`config.mk`:
```
export PLATFORM = sky130hd
export DESIGN_NAME = fir_tap_sequencer
export DESIGN_NICKNAME = d
export VERILOG_FILES = /design/src/rtl/fir_tap_sequencer.sv
export SDC_FILE = /design/constraint.sdc
export NUM_CORES = 1
export LEC_CHECK = 0
export ABC_AREA = 1
export BUFFER_PORTS_ARGS = -buffer_cell sky130_fd_sc_hd__buf_2
export CORE_MARGIN = 2
export CORE_UTILIZATION = 44
export CTS_CLUSTER_SIZE = 25
export DETAILED_ROUTE_END_ITERATION = 7
export HOLD_SLACK_MARGIN = 0.02
export PLACE_DENSITY = 0.77
export SETUP_SLACK_MARGIN = 0.15
export SLEW_MARGIN = 20
export SYNTH_ARGS = -nofsm -noshare
export SYNTH_HDL_FRONTEND = slang
export SYNTH_SLANG_ARGS = --single-unit
```
`constraint.sdc`:
```
create_clock -name clock -period 1.37 [get_ports clock]
set_input_delay 0.274 -clock clock [delete_from_list [all_inputs] [get_ports clock]]
set_output_delay 0.274 -clock clock [all_outputs]
set_load 0.005 [all_outputs]
```
`src/rtl/fir_tap_sequencer.sv`:
```
// Address/control sequencer for the decimating FIR sample store: circular-buffer
// writes plus a newest-first tap walk with aligned coefficient and MAC strobes.
module fir_tap_sequencer #(
   parameter int unsigned NTAPS = 120,
   parameter int unsigned DECIM = 8
) (
   input  logic        clock,
   input  logic        reset_n,
   input  logic        x_strobe,
   input  logic [35:0] x_data,
   output logic        ram_wren,
   output logic [7:0]  ram_wraddress,
   output logic [35:0] ram_data,
   output logic [7:0]  ram_rdaddress,
   input  logic [35:0] ram_q,
   output logic [7:0]  coef_addr,
   output logic [35:0] mac_data,
   output logic        mac_en,
   output logic        mac_clr,
   output logic        mac_last,
   output logic        busy,
   output logic        overrun
);

   localparam int unsigned   AW      = 8;
   localparam int unsigned   FW      = AW + 1;
   localparam logic [AW-1:0] LAST_K  = AW'(NTAPS - 1);
   localparam logic [AW-1:0] LAST_PH = AW'(DECIM - 1);
   localparam logic [FW-1:0] FULL    = FW'(NTAPS);

   typedef enum logic [1:0] {S_IDLE, S_RUN, S_TAIL} state_t;

   state_t        state;
   state_t        state_nxt;
   logic [AW-1:0] wp;
   logic [AW-1:0] ph;
   logic [FW-1:0] fill;
   logic [FW-1:0] fill_inc;
   logic          trig;
   logic          start;
   logic [AW-1:0] k_nxt;
   logic [AW-1:0] rd_nxt;
   logic          en_nxt;
   logic          clr_nxt;
   logic          last_nxt;
   logic          busy_nxt;
   logic          ovr_nxt;

   assign fill_inc = fill + FW'(1);
   assign mac_data = ram_q;

   // Write side; trig marks a write cycle that may start a run (fill already satisfied)
   always_ff @(posedge clock or negedge reset_n) begin
      if (!reset_n) begin
         ram_wren      <= 1'b0;
         ram_wraddress <= '0;
         ram_data      <= '0;
         wp            <= '0;
         ph            <= '0;
         fill          <= '0;
         trig          <= 1'b0;
      end else begin
         ram_wren <= x_strobe;
         trig     <= x_strobe && (ph == LAST_PH) && (fill_inc >= FULL);
         if (x_strobe) begin
            ram_wraddress <= wp;
            ram_data      <= x_data;
            wp            <= wp + AW'(1);
            ph            <= (ph == LAST_PH) ? '0 : ph + AW'(1);
            if (fill < FULL) begin
               fill <= fill_inc;
            end
         end
      end
   end

   always_ff @(posedge clock or negedge reset_n) begin
      if (!reset_n) begin
         state <= S_IDLE;
      end else begin
         state <= state_nxt;
      end
   end

   always_comb begin
      state_nxt = state;
      unique case (state)
         S_IDLE:  if (trig) state_nxt = S_RUN;
         S_RUN:   if (coef_addr == LAST_K) state_nxt = S_TAIL;
         S_TAIL:  state_nxt = trig ? S_RUN : S_IDLE;
         default: state_nxt = S_IDLE;
      endcase
   end

   // coef_addr doubles as the tap index k; read address walks down from base
   always_comb begin
      start    = trig && (state != S_RUN);
      k_nxt    = coef_addr;
      rd_nxt   = ram_rdaddress;
      en_nxt   = (state == S_RUN);
      clr_nxt  = (state == S_RUN) && (coef_addr == '0);
      last_nxt = (state == S_RUN) && (coef_addr == LAST_K);
      busy_nxt = (state_nxt != S_IDLE);
      ovr_nxt  = overrun || (trig && (state == S_RUN));
      if (start) begin
         k_nxt  = '0;
         rd_nxt = ram_wraddress;
      end else if ((state == S_RUN) && (coef_addr != LAST_K)) begin
         k_nxt  = coef_addr + AW'(1);
         rd_nxt = ram_rdaddress - AW'(1);
      end
   end

   always_ff @(posedge clock or negedge reset_n) begin
      if (!reset_n) begin
         ram_rdaddress <= '0;
         coef_addr     <= '0;
         mac_en        <= 1'b0;
         mac_clr       <= 1'b0;
         mac_last      <= 1'b0;
         busy          <= 1'b0;
         overrun       <= 1'b0;
      end else begin
         ram_rdaddress <= rd_nxt;
         coef_addr     <= k_nxt;
         mac_en        <= en_nxt;
         mac_clr       <= clr_nxt;
         mac_last      <= last_nxt;
         busy          <= busy_nxt;
         overrun       <= ovr_nxt;
      end
   end

endmodule

```
==> key figures <==
Yosys
  • Post-Syn Area: 0.00438 mm2
  • Synth Warn #: 0
  • XOR/XNOR share of the synthesized area: 4.60%
  • Simple-gate share of the synthesized area: 24.8%
  • Main flop type after synthesis: dfrtp_1
  • Most frequent cells after synthesis: nand2_1, dfrtp_1, buf_4
  • Post-synth top area cell: dfrtp_1
  • Share of the synthesized area in the top cell type: 53.8%
  • Seq cells post-synth: 94
  • Unique masters post-synth: 31
  • Largest family of logic cells by synthesized area: simple AND/OR/NAND/NOR gates
  • Post-synthesis adder-cell area fraction: 1.72%
  • Mapped Avg Cell Area: 8.72 um2
  • Compound-Gate Fraction of Synth Area: 3.92%
  • Largest cells by area after synthesis: dfrtp_1, nand2_1, buf_4
  • Ys async rst share: 100%
  • Seq/Total Area, Yosys: 53.8%
  • Synth Instances: 502
  • Syn_nets: 583
  • Mux contribution to synthesized area: 0%
  • EDFF count, synth: 0
  • Most common cell in the netlist: nand2_1

Global routing
  • Initial antenna violation count: 0
  • First-pass GRT wire length: 15.4 mm
  • Pin count of the biggest net entering global routing: 95
  • Vias in the first global route: 3433
  • Global route overflow: 0
  • GRT Total Usage: 17.5%

Detailed routing
  • Via count: 3517
  • DR iter-0 viols: 152
  • Vias per cell: 4.72
  • Final ANT Viol Nets: 0
  • Routed Wire Length: 9.60 mm
  • DRC: 0
  • Wire per inst: 12.9 um
  • Drt pass-1 iters: 4

Critical path
  • Worst setup EP type: flop
  • Crit path DAT: 1.66 ns
  • Type of origin of the critical path: flop
  • Critical Path Fanout Max: 7
  • Worst Setup Path Type: flop to flop
  • WP data required: 1.63 ns

STA
  • Slew headroom: 66.3%
  • Fin Hold WS: 0.111 ns
  • Setup violations, final: 4
  • RSZ-0062 raised after global routing: yes
  • Final period utilization: 102%
  • Setup WS post-layout: -0.0217 ns
  • Peak Freq: 719 MHz
  • Fin. Hold Viols: 0
  • Pins over their slew limit: 0
  • Final Skew: 0.0143 ns
  • Period minus WS final: 1.39 ns
  • Setup TNS Final: -0.0283 ns
  • Worst-margin pin slew: 0.505 ns

Floorplanning
  • Die extent in y: 104 um
  • Core Box Area: 0.00973 mm2
  • Boundary pin count: 177
  • Die area: 0.0108 mm2
  • Die X: 104 um
  • Row count: 36
  • Initial Util: 45.0%

Clocking
  • CTS root buffer: clkbuf_8
  • CTS tree: yes
  • H-tree levels: 3
  • CTS sink cnt: 94
  • TritonCTS buffer count: 9
  • Clock Latency Late Sink: 0.36 ns
  • CTS max path bufs: 2
  • CTS clk-pin slew, worst paths: 0.09 ns

Finish
  • Fin nets: 689
  • Fill cell count: 891
  • Layout cell share with drive strength beyond 1: 33.2%
  • Area Growth Syn to Fin: 24.8%
  • Antenna Cells: 0

Outcome
  • Failing checks: negative setup slack
  • Status: finished, violations left

Run
  • Max-Cap Viols: 0

Place
  • I/O Buffers: 104
  • Detailed placer's ending HPWL: 6.36 mm
  • Placer Congestion: 0.903

Power
  • P_leak: 0.00291 uW
  • Pwr/cell area: 1570 mW/mm2
  • Peak VDD IR: 0.000705 V

Hold path
  • HP Class: input pin to flop
## worst paths after layout
kind / from / slack, ns / cells past startpoint / to
worst max-delay path: coef_addr[0]$_DFFE_PN0P_ / -0.02 / 7 / coef_addr[4]$_DFFE_PN0P_
worst min-delay path: x_data[22] / 0.11 / 3 / ram_data[22]$_DFFE_PN0P_
worst max register to register: coef_addr[0]$_DFFE_PN0P_ / -0.02 / 7 / coef_addr[4]$_DFFE_PN0P_
worst min register to register: fill[8]$_DFFE_PN0P_ / 0.46 / 0 / fill[8]$_DFFE_PN0P_
max in group asynchronous: reset_n / 0.44 / 3 / fill[3]$_DFFE_PN0P_
min in group asynchronous: reset_n / 0.50 / 3 / busy$_DFF_PN0_
## routing by layer
metal,GRT usage (%),vias up,wire length [um]
met4,5.41,0,122
li1,-,1726,-
met3,5.48,17,674
met2,29.2,128,4600
met1,21.8,1646,4200
met5,0,-,0
## cells in the final DEF (no fill, tap or decap), types with 3 or more instances in the layout
| cell | instances |
|---|---|
| nand2_1 | 193 |
| buf_2 | 99 |
| dfrtp_1 | 93 |
| buf_4 | 35 |
| inv_1 | 32 |
| xor2_1 | 16 |
| nand3_1 | 16 |
| nor2_1 | 15 |
| clkbuf_8 | 11 |
| buf_6 | 10 |
| xnor2_1 | 7 |
| o21ai_2 | 6 |
| nand4_1 | 6 |
| o21ai_0 | 6 |
| o21ai_1 | 6 |
| o211ai_1 | 6 |
| nor3_2 | 5 |
| nand2_2 | 5 |
| nor2_2 | 5 |
| inv_2 | 4 |
| nor3_1 | 4 |
| nor2_4 | 3 |
| ha_1 | 3 |
## worst max-delay path: stages (launching register included)
cell     delay [ns]
dfrtp_1        0.39
ha_2           0.20
nand2_2        0.10
nor2_4         0.06
nand2_4        0.09
nand2_8        0.10
buf_4          0.16
o31ai_1        0.21
## where the power goes
part | switching [uW] | total [uW] | internal [uW]
logic | 1390 | 2770 | 1390
registers | 564 | 3950 | 3390
clock network | 918 | 1850 | 936
## stage by stage
step / setup slack [ns] / total power [uW] / cells / area [um2] / util (%)
5_1_grt: -0.104 / 9140 / 745 / 5460 / 56.1
4_1_cts: 0.00574 / 8270 / 732 / 5230 / 53.8
6_report: -0.0217 / 8580 / 745 / 5460 / 56.1
2_1_floorplan: 0.0681 / 5200 / 502 / 4400 / -
3_5_place_dp: 0.0150 / 6090 / 705 / 4890 / 50.3
3_3_place_gp: 0.0655 / 5970 / 705 / 4890 / 50.3
## state kept, by name, indices dropped and copies added, names as in the netlist
register / cells
ram_data: 36
busy: 1
trig: 1
ram_wren: 1
state: 2
overrun: 1
ram_rdaddress: 8
coef_addr: 8
mac_last: 1
mac_en: 1
mac_clr: 1
wp: 8
ph: 8
fill: 9
ram_wraddress: 8
## cell families (layout without fill, tap and decap cells)
logic type / count (synthesis) / in the layout
buffers and inverters: 89 / 198
adders and majority gates: 6 / 6
AOI/OAI and AO/OA: 29 / 29
DFF: 94 / 94
xor gates and xnor gates: 23 / 23
and+or+nand+nor: 261 / 262
## area by class of cell
class	instances	area [um2]	area share, %
Clock buffer	12	155	2.84
Clock inverter	3	43.8	0.802
Tap cell	133	166	3.05
Timing Repair Buffer	146	901	16.5
Sequential cell	94	2350	43.1
Inverter	37	144	2.64
Multi-Input combinational cell	320	1700	31.1
## timing repair
item                                    4_1_cts  5_1_grt
pin swaps                                     3       14
resized for setup                            13       34
gates cloned                                  0        1
hold endpoints to repair                     94        0
setup buffers                                11       12
endpoints found under the setup margin       35       46
hold buffers                                  1        0
Note: power is estimated with default switching activity, not from simulation.
